`config.mk`:
```
export PLATFORM = sky130hd
export DESIGN_NAME = l2_rolling_perf_sampler
export DESIGN_NICKNAME = d
export VERILOG_FILES = /design/src/rtl/l2_perf_pkg.sv /design/src/rtl/l2_perf_record_fifo.sv /design/src/rtl/l2_rolling_perf_sampler.sv
export SDC_FILE = /design/constraint.sdc
export NUM_CORES = 2
export LEC_CHECK = 0
export ABC_AREA = 1
export BUFFER_PORTS_ARGS = -buffer_cell sky130_fd_sc_hd__buf_2
export CAP_MARGIN = 30
export CORE_MARGIN = 5
export CORE_UTILIZATION = 25
export DETAILED_ROUTE_END_ITERATION = 12
export GPL_TIMING_DRIVEN = 0
export PLACE_DENSITY = 0.37
export SKIP_LAST_GASP = 1
export SLEW_MARGIN = 20
export SYNTH_ARGS = -nofsm -noshare
export SYNTH_HDL_FRONTEND = slang
export SYNTH_SLANG_ARGS = --single-unit
```
`constraint.sdc`:
```
create_clock -name clock -period 49 [get_ports clock]
set_input_delay 4.9 -clock clock [delete_from_list [all_inputs] [get_ports clock]]
set_output_delay 4.9 -clock clock [all_outputs]
set_load 0.02 [all_outputs]
```
`src/rtl/l2_perf_pkg.sv`:
```
// Shared types and elaboration helpers for the rolling-window performance sampler.
// The record channel field is sized for the largest supported channel count.
package l2_perf_pkg;

    localparam int CH_W_MAX = 8;

    typedef struct packed {
        logic [CH_W_MAX-1:0] ch;
        logic [63:0]         y;
        logic [63:0]         x;
        logic [63:0]         stamp;
    } perf_rec_t;

    typedef enum logic {
        ST_IDLE = 1'b0,
        ST_PUSH = 1'b1
    } push_state_e;

    // Legal parameter set: the window must outlast a full push sweep so a new
    // close can never land while the previous window is still being pushed.
    function automatic bit params_ok(input int num_ch, input int window,
                                     input int depth, input int acc_w);
        return (num_ch >= 1) && (num_ch <= (1 << CH_W_MAX))
            && (window >= num_ch + 1)
            && (depth >= 2) && ((depth & (depth - 1)) == 0)
            && (acc_w >= 1) && (acc_w <= 64);
    endfunction

endpackage

```
`src/rtl/l2_perf_record_fifo.sv`:
```
// First-word-fall-through record FIFO; a push into a full FIFO is accepted when
// the head is popped in the same cycle.
module l2_perf_record_fifo
    import l2_perf_pkg::*;
#(
    parameter int DEPTH = 8
) (
    input  logic      clock,
    input  logic      reset,
    input  logic      push,
    input  perf_rec_t push_rec,
    input  logic      pop,
    output logic      full,
    output logic      empty,
    output perf_rec_t head_rec
);

    localparam int PTR_W = $clog2(DEPTH);

    perf_rec_t        mem_q [DEPTH];
    logic [PTR_W-1:0] wr_ptr_q, wr_ptr_d;
    logic [PTR_W-1:0] rd_ptr_q, rd_ptr_d;
    logic [PTR_W:0]   count_q, count_d;
    logic             do_push, do_pop;

    // NOTE: every signal written here gets a value before any branch, so no latch can form.
    always_comb begin
        empty    = (count_q == '0);
        full     = (count_q == (PTR_W + 1)'(DEPTH));
        do_pop   = pop && !empty;
        do_push  = push && (!full || do_pop);
        wr_ptr_d = wr_ptr_q + PTR_W'(do_push);
        rd_ptr_d = rd_ptr_q + PTR_W'(do_pop);
        count_d  = count_q + (PTR_W + 1)'(do_push) - (PTR_W + 1)'(do_pop);
        head_rec = empty ? '0 : mem_q[rd_ptr_q];
    end

    // NOTE: state flops use non-blocking assignments so every flop samples pre-edge values.
    always_ff @(posedge clock or posedge reset) begin
        if (reset) begin
            wr_ptr_q <= '0;
            rd_ptr_q <= '0;
            count_q  <= '0;
        end else begin
            wr_ptr_q <= wr_ptr_d;
            rd_ptr_q <= rd_ptr_d;
            count_q  <= count_d;
        end
    end

    // NOTE: storage is not reset; the pointers define validity and the head is masked when empty.
    always_ff @(posedge clock) begin
        if (do_push) begin
            mem_q[wr_ptr_q] <= push_rec;
        end
    end

endmodule

```
`src/rtl/l2_rolling_perf_sampler.sv`:
```
// Multi-channel rolling-window sampler: accumulates per-channel numerator and
// denominator events per window and streams one timestamped record per channel.
module l2_rolling_perf_sampler
    import l2_perf_pkg::*;
#(
    parameter  int NUM_CH     = 4,
    parameter  int WINDOW     = 1000,
    parameter  int DEPTH      = 8,
    parameter  int ACC_W      = 32,
    parameter  int SKIP_EMPTY = 0,
    localparam int CH_W       = (NUM_CH > 1) ? $clog2(NUM_CH) : 1
) (
    input  logic              clock,
    input  logic              reset,
    input  logic              en,
    input  logic [NUM_CH-1:0] num_inc,
    input  logic [NUM_CH-1:0] den_inc,
    output logic              out_valid,
    input  logic              out_ready,
    output logic [CH_W-1:0]   out_ch,
    output logic [63:0]       out_yAxisPt,
    output logic [63:0]       out_xAxisPt,
    output logic [63:0]       out_stamp,
    output logic [31:0]       drop_cnt
);

    localparam int               WIN_W   = $clog2(WINDOW);
    localparam logic [ACC_W-1:0] ACC_MAX = '1;

    if (!params_ok(NUM_CH, WINDOW, DEPTH, ACC_W)) begin : g_param_check
        $error("l2_rolling_perf_sampler: illegal NUM_CH/WINDOW/DEPTH/ACC_W combination");
    end

    logic [63:0]      stamp_q, stamp_d;
    logic [WIN_W-1:0] win_cnt_q, win_cnt_d;
    logic [ACC_W-1:0] acc_y_q [NUM_CH];
    logic [ACC_W-1:0] acc_y_d [NUM_CH];
    logic [ACC_W-1:0] acc_x_q [NUM_CH];
    logic [ACC_W-1:0] acc_x_d [NUM_CH];
    logic [ACC_W-1:0] acc_y_inc [NUM_CH];
    logic [ACC_W-1:0] acc_x_inc [NUM_CH];
    logic [ACC_W-1:0] sh_y_q [NUM_CH];
    logic [ACC_W-1:0] sh_y_d [NUM_CH];
    logic [ACC_W-1:0] sh_x_q [NUM_CH];
    logic [ACC_W-1:0] sh_x_d [NUM_CH];
    logic [63:0]      sh_stamp_q, sh_stamp_d;
    push_state_e      state_q, state_d;
    logic [CH_W-1:0]  idx_q, idx_d;
    logic [31:0]      drop_cnt_q, drop_cnt_d;
    logic             close;
    logic             push_req;
    perf_rec_t        push_rec;
    perf_rec_t        head_rec;
    logic             fifo_full, fifo_empty;
    logic             pop;

    always_comb begin
        close     = en && (win_cnt_q == WIN_W'(WINDOW - 1));
        stamp_d   = stamp_q + 64'd1;
        win_cnt_d = win_cnt_q;
        if (en) begin
            win_cnt_d = close ? '0 : win_cnt_q + WIN_W'(1);
        end
    end

    // The closing cycle's own increments land in the snapshot, not the next window.
    always_comb begin
        for (int i = 0; i < NUM_CH; i++) begin
            acc_y_inc[i] = acc_y_q[i];
            acc_x_inc[i] = acc_x_q[i];
            if (en && num_inc[i] && (acc_y_q[i] != ACC_MAX)) begin
                acc_y_inc[i] = acc_y_q[i] + ACC_W'(1);
            end
            if (en && den_inc[i] && (acc_x_q[i] != ACC_MAX)) begin
                acc_x_inc[i] = acc_x_q[i] + ACC_W'(1);
            end
            acc_y_d[i] = close ? '0 : acc_y_inc[i];
            acc_x_d[i] = close ? '0 : acc_x_inc[i];
            sh_y_d[i]  = close ? acc_y_inc[i] : sh_y_q[i];
            sh_x_d[i]  = close ? acc_x_inc[i] : sh_x_q[i];
        end
        sh_stamp_d = close ? stamp_q : sh_stamp_q;
    end

    always_ff @(posedge clock or posedge reset) begin
        if (reset) begin
            stamp_q    <= '0;
            win_cnt_q  <= '0;
            sh_stamp_q <= '0;
            drop_cnt_q <= '0;
            for (int i = 0; i < NUM_CH; i++) begin
                acc_y_q[i] <= '0;
                acc_x_q[i] <= '0;
                sh_y_q[i]  <= '0;
                sh_x_q[i]  <= '0;
            end
        end else begin
            stamp_q    <= stamp_d;
            win_cnt_q  <= win_cnt_d;
            sh_stamp_q <= sh_stamp_d;
            drop_cnt_q <= drop_cnt_d;
            for (int i = 0; i < NUM_CH; i++) begin
                acc_y_q[i] <= acc_y_d[i];
                acc_x_q[i] <= acc_x_d[i];
                sh_y_q[i]  <= sh_y_d[i];
                sh_x_q[i]  <= sh_x_d[i];
            end
        end
    end

    always_ff @(posedge clock or posedge reset) begin
        if (reset) begin
            state_q <= ST_IDLE;
            idx_q   <= '0;
        end else begin
            state_q <= state_d;
            idx_q   <= idx_d;
        end
    end

    always_comb begin
        state_d = state_q;
        idx_d   = idx_q;
        unique case (state_q)
            ST_IDLE: begin
                if (close) begin
                    state_d = ST_PUSH;
                    idx_d   = '0;
                end
            end
            ST_PUSH: begin
                if (idx_q == CH_W'(NUM_CH - 1)) begin
                    state_d = ST_IDLE;
                end else begin
                    idx_d = idx_q + CH_W'(1);
                end
            end
            default: state_d = ST_IDLE;
        endcase
    end

    // Push sweep walks the shadow bank; all-zero records are suppressed when enabled.
    always_comb begin
        push_req = 1'b0;
        push_rec = '0;
        if (state_q == ST_PUSH) begin
            push_rec.ch    = CH_W_MAX'(idx_q);
            push_rec.y     = 64'(sh_y_q[idx_q]);
            push_rec.x     = 64'(sh_x_q[idx_q]);
            push_rec.stamp = sh_stamp_q;
            push_req       = !((SKIP_EMPTY != 0) && (sh_y_q[idx_q] == '0)
                                                 && (sh_x_q[idx_q] == '0));
        end
    end

    always_comb begin
        pop        = !fifo_empty && out_ready;
        drop_cnt_d = drop_cnt_q;
        if (push_req && fifo_full && !pop && (drop_cnt_q != '1)) begin
            drop_cnt_d = drop_cnt_q + 32'd1;
        end
    end

    l2_perf_record_fifo #(
        .DEPTH (DEPTH)
    ) u_fifo (
        .clock    (clock),
        .reset    (reset),
        .push     (push_req),
        .push_rec (push_rec),
        .pop      (pop),
        .full     (fifo_full),
        .empty    (fifo_empty),
        .head_rec (head_rec)
    );

    assign out_valid   = !fifo_empty;
    assign out_ch      = CH_W'(head_rec.ch);
    assign out_yAxisPt = head_rec.y;
    assign out_xAxisPt = head_rec.x;
    assign out_stamp   = head_rec.stamp;
    assign drop_cnt    = drop_cnt_q;

endmodule

```
==> qor.yml <==
power_and_ir_drop:
  seqPwrFrac_pct: 34.6
  leakage_nw: 40.3
  clkPwrFrac_pct: 34.6
  p_int_mw: 2.92
  power_density_nw_per_um2: 49.2
  switchingPower_mw: 1.76
  ir_drop_mv: 0.0311
  swShare_pct: 37.6
  combPwrFrac_pct: 30.7
critical_path:
  critPathRequiredTime_ns: 44.10
  cpPeakStageDelay_ns: 0.82
  cp_slowest_cell: "buf_2"
  worstSetupPathType: "register to output port"
  cp-start-kind: "register"
  crit_top_cell: "buf_2"
  worstPathCellList: "inv_1 -> buf_2 -> clkbuf_4 -> clkbuf_1 -> a31oi_1 -> buf_2"
  worstPathArrival_ns: 4.91
  critPathMaxFanout: 10
  cp-end-kind: "output port"
  reg2reg_slack_ns: 45.22
timing:
  clock_skew_ns: 0.0428
  hold_viol_final: 0
  worst_pin_slew_ns: 1.15
  holdWs_ns: 0.479
  setup_viol: 0
  period_share_pct: 20.0
  max_freq_mhz: 102
  final_max_slew_viol_count: 0
  relSlewSlack_pct: 23.6
  min_period_ns: 9.81
  rsz0062_at_grt: "no"
  setup_tns_ns: 0
clock_network:
  cts_tree: "done"
  clkSinkCount: 1735
  htree_levels: 4
  cts_max_path_buffers: 4
  clkTransAtPathRegs_ns: 0.06
  cts.repair.resized: 0
  post-cts-setup-buffers: 0
  cts_hold_buf: 0
  clock_latency_ns: 0.89
  cts_buffers: 209
  cts_root_buffer: "clkbuf_16"
yosys:
  yosysWarningCount: 0
  synthTopCellsByArea: "edfxtp_1, dfrtp_1, nand2_1, nor2_1, o21ai_0"
  syn_avg_cell_area_um2: 9.18
  synth_cell_types: 43
  yosysSeqAreaShare_pct: 61.2
  yosysTopAreaCellShare_pct: 39.3
  synth_edf_count: 1040
  synth_top_area_cell: "edfxtp_1"
  synthCells: 8647
  ys_ff_latch: 1735
  synthFlopType: "edfxtp_1"
  ys_async_sr_fraction_pct: 40.1
  synth_area_um2: 79400
global_routing:
  grt_first_pass_wirelength_mm: 439
  overflow: 0
  grt_pass1_vias: 62000
  grt_max_degree: 94
  antenna_found_initial: 14
  grtUsageTotal_pct: 17.9
cells_and_area:
  final_area_um2: 94900
  n_fill_cell: 33300
  layout_commonest_cell: "nand2_1"
  drive_gt1_share_pct: 9.81
  syn2layout_area_growth_pct: 19.6
  fin_cells: 13600
  final_nets: 9238
  final_cell_mix: "nand2_1, nor2_1, edfxtp_1"
  finish.utilization_pct: 29.9
placed_design:
  port_buffers: 174
  dp_cells: 13200
  place.gp.congestion: 0.891
  dp_hpwl_mm: 219
  placed_area_um2: 87800
floorplan:
  io_pins: 239
  die_x_um: 574
  fp.dieH_um: 574
  die-area_um2: 329000
  num_rows: 207
  start_util_pct: 25.0
  core_area_um2: 317000
route:
  dr.first_iter.drc_count: 4615
  dr.pass1.iters: 6
  remaining_drc_errors: 0
  detail-route-antenna-nets: 0
  wl_per_cell_um: 22.4
  vias_per_cell: 4.60
  drt-total-wl_mm: 304
  num_vias: 62400
job:
  timing.max_cap.violations: 0
min_path:
  hp-class: "register to register"
status:
  status: "finished clean"
## path summary, 6_finish.rpt
check                                        start              endpoint  depth (start not counted)
min in group asynchronous                    reset           acc_x_q[54]                          2
worst min-delay path                    sh_x_q[81]            sh_x_q[81]                          2
worst min register to register          sh_x_q[81]            sh_x_q[81]                          2
worst max register to register            idx_q[1]  u_fifo.mem_q[1][153]                          7
worst max-delay path            u_fifo.rd_ptr_q[2]         out_stamp[60]                          6
max in group asynchronous                    reset        sh_stamp_q[35]                          7
## power by group through the flow
stage	clock (mW)	combinational, mW	sequential [mW]
2_1_floorplan	0	0.805	1.63
3_3_place_gp	0	1.46	1.65
3_5_place_dp	0	1.48	1.65
4_1_cts	1.67	1.48	1.62
5_1_grt	1.72	1.57	1.62
6_report	1.62	1.44	1.62
## stage by stage
step / worst slack (ns) / power [mW]
finish: 39.19 / 4.67
global placement: 13.16 / 3.11
CTS: 38.80 / 4.77
detailed placement: 39.78 / 3.13
floorplan: 24.61 / 2.44
global route: 38.97 / 4.92
## registers in the layout, indices dropped and copies added (netlist names), 4 cells and up
| signal | cells |
|---|---|
| sh_x_q | 128 |
| u_fifo.count_q | 4 |
| u_fifo.mem_q | 1040 |
| stamp_q | 64 |
| acc_y_q | 128 |
| win_cnt_q | 10 |
| drop_cnt | 32 |
| acc_x_q | 128 |
| sh_stamp_q | 64 |
| sh_y_q | 128 |
## cells by family after synthesis
family                   count (synthesis)  share of synthesized area, %
other                                    1                       0.00472
AND/OR/NAND/NOR                       4361                          22.5
XOR/XNOR                               108                          1.19
adder cells (fa/ha/maj)                 23                         0.372
AO/OA/AOI/OAI                         1381                          9.14
buffers and inverters                 1038                          5.59
flip-flops                            1735                          61.2
## metal layers
layer / wire (um) / vias to the layer above / GRT usage [%]
met1: 135000 / 30700 / 23.8
met4: 10200 / 2 / 5.36
li1: - / 30100 / -
met3: 12200 / 395 / 2.34
met5: 10 / - / 0
met2: 146000 / 1288 / 30.4
## Yosys cell counts (2+ instances only)
cell      number
a21oi_1      172
a31oi_1      130
and2_1         9
buf_1         19
buf_2        135
buf_4         84
buf_6          5
buf_8          2
clkbuf_1     239
clkinv_1       3
dfrtp_1      695
edfxtp_1    1040
ha_1          22
inv_1        546
inv_2          4
nand2_1     1958
nand2_2       18
nand2_4        2
nand3_1      459
nand3_2        8
nand3b_1      27
nand4_1      123
nand4_2        6
nor2_1      1612
nor2_2        20
nor2_4         6
nor3_1        91
nor3b_1       12
nor4_1         2
o211ai_1       6
o21ai_0      913
o21ai_1       27
o21bai_1       3
o22ai_1      130
or2_2          5
xnor2_1       30
xor2_1        78
## worst max-delay path: cells and delay by family, from the launching register on
family | cells | cell delay, ns
AOI/OAI and AO/OA | 1 | 0.50
buffers and inverters | 5 | 3.06
DFF | 1 | 0.39
## cell type report
| class | count | area (um^2) | share of cell area, % |
|---|---|---|---|
| sequential | 1735 | 48600 | 51.2 |
| multi-input combinational | 5937 | 26700 | 28.1 |
| clock buffer | 287 | 5880 | 6.19 |
| tap | 4180 | 5230 | 5.51 |
| timing repair buffer | 282 | 2860 | 3.02 |
| buffer | 485 | 2380 | 2.51 |
| inverter | 553 | 2080 | 2.19 |
| clock inverter | 101 | 1190 | 1.25 |
| antenna | 11 | 27.5 | 0.0290 |
No activity file was read; power rests on OpenSTA's default activity.
